### src/rtl/channel_scanner.sv
// Round-robin channel scanner driving a 3-to-8 decoder select, with per-channel dwell.
// Define CHANNEL_SCANNER_SKIP_EN to honour ch_mask; otherwise all 8 channels are scanned.
module channel_scanner #(
    parameter int DWELL_W = 8
) (
    input  logic               clk,
    input  logic               rst_n,
    input  logic               start,
    input  logic               stop,
    input  logic               mode,
    input  logic [DWELL_W-1:0] dwell,
    input  logic [7:0]         ch_mask,
    output logic [2:0]         sel,
    output logic               sel_valid,
    output logic               busy,
    output logic               step,
    output logic               done
);

    typedef enum logic {IDLE, SCAN} state_t;

    state_t             state, state_nx;
    logic [DWELL_W-1:0] cnt, cnt_nx, dwell_q, dwell_q_nx;
    logic               mode_q, mode_q_nx;
    logic [2:0]         sel_nx;
    logic               sel_valid_nx, busy_nx, step_nx, done_nx;
    logic [7:0]         en;
    logic               lo_any, nx_any;
    logic [2:0]         lo_idx, nx_idx;

`ifdef CHANNEL_SCANNER_SKIP_EN
    assign en = ch_mask;
`else
    assign en = 8'hFF;
`endif

    // Lowest enabled channel overall, and lowest enabled channel strictly above sel.
    always_comb begin
        lo_any = 1'b0;
        lo_idx = 3'd0;
        nx_any = 1'b0;
        nx_idx = 3'd0;
        for (int i = 7; i >= 0; i--) begin
            if (en[i]) begin
                lo_any = 1'b1;
                lo_idx = 3'(i);
                if (i > int'(sel)) begin
                    nx_any = 1'b1;
                    nx_idx = 3'(i);
                end
            end
        end
    end

    always_comb begin
        state_nx     = state;
        sel_nx       = sel;
        sel_valid_nx = sel_valid;
        busy_nx      = busy;
        step_nx      = 1'b0;
        done_nx      = 1'b0;
        cnt_nx       = cnt;
        mode_q_nx    = mode_q;
        dwell_q_nx   = dwell_q;
        case (state)
            IDLE: begin
                if (start && !stop) begin
                    mode_q_nx  = mode;
                    dwell_q_nx = dwell;
                    if (lo_any) begin
                        state_nx     = SCAN;
                        sel_nx       = lo_idx;
                        sel_valid_nx = 1'b1;
                        busy_nx      = 1'b1;
                        step_nx      = 1'b1;
                        cnt_nx       = dwell;
                    end else begin
                        done_nx = 1'b1;
                    end
                end
            end
            SCAN: begin
                if (stop) begin
                    state_nx     = IDLE;
                    sel_valid_nx = 1'b0;
                    busy_nx      = 1'b0;
                end else if (cnt != '0) begin
                    cnt_nx = cnt - DWELL_W'(1);
                end else if (nx_any) begin
                    sel_nx  = nx_idx;
                    step_nx = 1'b1;
                    cnt_nx  = dwell_q;
                end else if (mode_q && lo_any) begin
                    // Wrap straight to the lowest channel: no idle gap cycle.
                    sel_nx  = lo_idx;
                    step_nx = 1'b1;
                    cnt_nx  = dwell_q;
                end else begin
                    state_nx     = IDLE;
                    sel_valid_nx = 1'b0;
                    busy_nx      = 1'b0;
                    done_nx      = 1'b1;
                end
            end
            default: state_nx = IDLE;
        endcase
    end

    always_ff @(posedge clk or negedge rst_n) begin
        if (!rst_n) begin
            state     <= IDLE;
            sel       <= 3'd0;
            sel_valid <= 1'b0;
            busy      <= 1'b0;
            step      <= 1'b0;
            done      <= 1'b0;
            cnt       <= '0;
            mode_q    <= 1'b0;
            dwell_q   <= '0;
        end else begin
            state     <= state_nx;
            sel       <= sel_nx;
            sel_valid <= sel_valid_nx;
            busy      <= busy_nx;
            step      <= step_nx;
            done      <= done_nx;
            cnt       <= cnt_nx;
            mode_q    <= mode_q_nx;
            dwell_q   <= dwell_q_nx;
        end
    end

endmodule

### config.mk
export PLATFORM = sky130hd
export DESIGN_NAME = channel_scanner
export DESIGN_NICKNAME = d
export VERILOG_FILES = /design/src/rtl/channel_scanner.sv
export SDC_FILE = /design/constraint.sdc
export NUM_CORES = 1
export LEC_CHECK = 0
export ABC_AREA = 1
export BUFFER_PORTS_ARGS = -buffer_cell sky130_fd_sc_hd__buf_4
export CAP_MARGIN = 20
export CORE_MARGIN = 2
export CORE_UTILIZATION = 46
export CTS_CLUSTER_SIZE = 20
export DETAILED_ROUTE_END_ITERATION = 10
export PLACE_DENSITY = 0.68
export SYNTH_ARGS = -nofsm -noshare
export SYNTH_HDL_FRONTEND = slang
export SYNTH_SLANG_ARGS = --single-unit
### constraint.sdc
create_clock -name clk -period 2.5 [get_ports clk]
set_input_delay 0.125 -clock clk [delete_from_list [all_inputs] [get_ports clk]]
set_output_delay 0.125 -clock clk [all_outputs]
set_load 0.03 [all_outputs]
==> flow_metrics.py <==
metrics = {
    "run_status": {
        "status": "completed",
    },
    "yosys": {
        "syn_area_mm2": 0.001521,
        "ys_seq_area_share_pct": 39.47,
        "ys_seq_elements": 24,
        "synth_nets": 232,
        "syn_avg_cell_area_um2": 7.386,
        "netlist_instances": 206,
        "synth_cell_types": 27,
        "ys_warn_count": 0,
    },
    "die": {
        "rows": 20,
        "core_mm2": 0.003103,
        "dieWidth_um": 61.51,
        "start_util_pct": 49.03,
        "die_y_um": 61.51,
        "die_area_mm2": 0.003783,
        "ios": 28,
    },
    "setup_path": {
        "cp_num_buf_inv": 1,
        "slowest_delay_ns": 0.43,
        "critPathKind": "reg -> reg",
        "cp.required_ns": 2.76,
        "end_kind": "flip-flop",
        "r2r-start": "cnt[0]",
        "crit_start": "cnt[0]",
        "start_kind": "flip-flop",
        "crit_chain": "inv_1, ha_1, nand2_1, nor2_4, nand2_4, o21bai_2, nor2_1, a21oi_2",
        "critPathArrivalTime_ns": 1.98,
        "crit_fanout": 9,
        "path_delay_family": "compound AO/OA/AOI/OAI gates",
        "cp_slowest_cell": "dfrtp_1",
    },
    "hold_path": {
        "worst_hold_path_type": "in -> reg",
        "min_from": "dwell[3]",
    },
    "timing": {
        "worstMarginPinSlew_ns": 0.4221,
        "slew_violations": 0,
        "layout_setup_ws_ns": 0.7840,
        "fin_crit_ns": 1.716,
        "fmax_mhz": 582.7,
        "finalCritPeriodShare_pct": 68.64,
        "fin_worst_skew_ns": 0.008668,
        "fin_tns_setup_ns": 0,
        "max_slew_margin_pct": 71.83,
        "setup_viol": 0,
        "rsz0062_at_grt": "no",
        "hold_viol": 0,
    },
    "cts": {
        "cts_setup_buffers": 0,
        "clock-sinks": 24,
        "path_clk_slew_ns": 0.14,
        "max-clock-path-buffers": 2,
        "cts_root_buf": "clkbuf_4",
        "cts_resized": 0,
        "cts_tree": "done",
        "htree_levels": 1,
        "cts_hold_repair.buffers": 2,
        "numCtsBuffers": 3,
        "insertion_delay_ns": 0.32,
    },
    "power": {
        "power_w": 0.0009612,
        "power.static_leakage_nw": 0.9032,
        "ir_drop_uv": 252.7,
        "power_density_mw_per_mm2": 552.7,
    },
    "finish": {
        "layout-drive-gt1-share_pct": 23.01,
        "fin_area_mm2": 0.001739,
        "syn2layout_area_growth_pct": 14.31,
        "diodes": 0,
        "nets": 254,
        "fin_util_pct": 56.05,
        "fill_cells": 352,
    },
    "global_route": {
        "grt_use_total_pct": 19.42,
        "grt_pass1_wl_mm": 5.430,
        "grt_pass1_vias": 1223,
        "antenna_found_initial": 0,
        "grt_max_degree": 25,
        "grt.overflow.total": 0,
    },
    "detailed_routing": {
        "routed_wirelength_mm": 3.095,
        "num_vias": 1301,
        "drtIter0Drc": 50,
        "drc": 0,
        "post_drt_wl_per_cell_um": 11.46,
        "via_per_inst": 4.819,
        "drtAntennaViolNets": 0,
        "dr.pass1.iters": 4,
    },
    "placement": {
        "numPortBuffers": 19,
        "gp_congestion": 0.8231,
        "dp_slack_ns": 0.8061,
        "post-dp-hpwl_mm": 2.206,
        "dpl_cell_area_mm2": 0.001697,
    },
    "run": {
        "maxCapViolCount": 0,
    },
}
==> flip-flops by register name, summed over array words and instances (netlist names) <==
name	cells
busy	1
cnt	8
done	1
dwell_q	8
mode_q	1
sel	3
state	1
step	1
==> cell usage in the layout (no fill, tap or decap) <==
cell           instances
ha_1                   5
nand3_2                3
o21bai_2               1
dlygate4sd3_1          2
mux2_2                 4
clkbuf_4               3
o21bai_1               1
nand3b_1               1
a21oi_2                1
dfrtp_1               24
and2_1                 1
buf_4                 20
o21ai_1                7
nand2_1               67
nor3_1                 2
nand4_1                2
nor2_1                21
o21ai_0                8
nor2_2                 6
nand2_2                3
nand2_4                1
a21oi_1                4
nor2_4                 4
inv_2                  6
xnor2_1                1
nand3_1               12
inv_1                 16
==> kinds of logic (layout without fill, tap and decap cells) <==
group,after synthesis,count (layout),share of synthesized area (%)
XOR/XNOR,1,1,0.5758
adder cells (fa/ha/maj),5,5,4.112
AND/OR/NAND/NOR,123,123,37.42
AO/OA/AOI/OAI,22,22,8.059
multiplexers,4,4,2.960
buffers and inverters,27,47,7.401
flip-flops,24,24,39.47
==> routing by layer <==
layer  part of all wire (%)  routed length, µm  vias up  track usage [%]
li1                       -                  -      687                -
met1                     52               1622      595            27.25
met2                     44               1363       15            29.62
met3                    2.2                 68        4            2.101
met4                    1.3                 41        0            9.726
met5                      0                  0        -                0
==> final timing paths <==
kind	depth (start not counted)	to	slack, ns
min in group asynchronous	2	sel[1]	0.24
hold / removal	2	dwell_q[3]	0.04
setup / recovery	8	cnt[7]	0.78
max in group asynchronous	2	cnt[2]	2.01
setup reg to reg	8	cnt[7]	0.78
hold reg to reg	2	dwell_q[2]	0.51
==> synthesized netlist by cell type <==
library cell,count,area [µm²]
dfrtp_1,24,600.6
nand3b_1,1,7.510
o21ai_0,8,40.04
nor2_2,6,37.54
clkbuf_1,3,11.26
nand3_1,12,60.06
a21oi_2,1,8.760
nand3_2,3,30.03
nand2_4,1,11.26
buf_4,1,7.510
nor3_1,2,10.01
inv_1,16,60.06
o21ai_1,7,35.03
inv_2,6,22.52
nor2_4,4,45.04
nand2_2,3,18.77
ha_1,5,62.56
and2_1,1,6.260
buf_6,1,11.26
nor2_1,21,78.83
xnor2_1,1,8.760
mux2_2,4,45.04
nand2_1,67,251.5
o21bai_1,1,7.510
nand4_1,2,12.51
a21oi_1,4,20.02
o21bai_2,1,11.26
==> metrics by stage <==
step,hold slack [ns],cells
after floorplan,-0.1706,206
after global placement,0.04654,265
after detailed placement,0.04931,265
after CTS,0.03702,270
after global routing,0.02523,270
final,0.04157,270
==> final cells by class <==
type / instances / area (µm²) / share of cell area [%]
Tap cell: 44 / 55.05 / 3.165
Sequential cell: 24 / 600.6 / 34.53
Inverter: 22 / 82.58 / 4.748
Multi-Input combinational cell: 155 / 808.3 / 46.47
Clock buffer: 3 / 22.52 / 1.295
Timing Repair Buffer: 22 / 170.2 / 9.784
==> report_power, final <==
group / leakage [nW] / switching, W / internal, W
Clock: 0.0138 / 0.000118 / 0.0000564
Combinational: 0.592 / 0.000177 / 0.000119
Sequential: 0.297 / 0.0000487 / 0.000442
No activity file was read; power rests on OpenSTA's default activity.
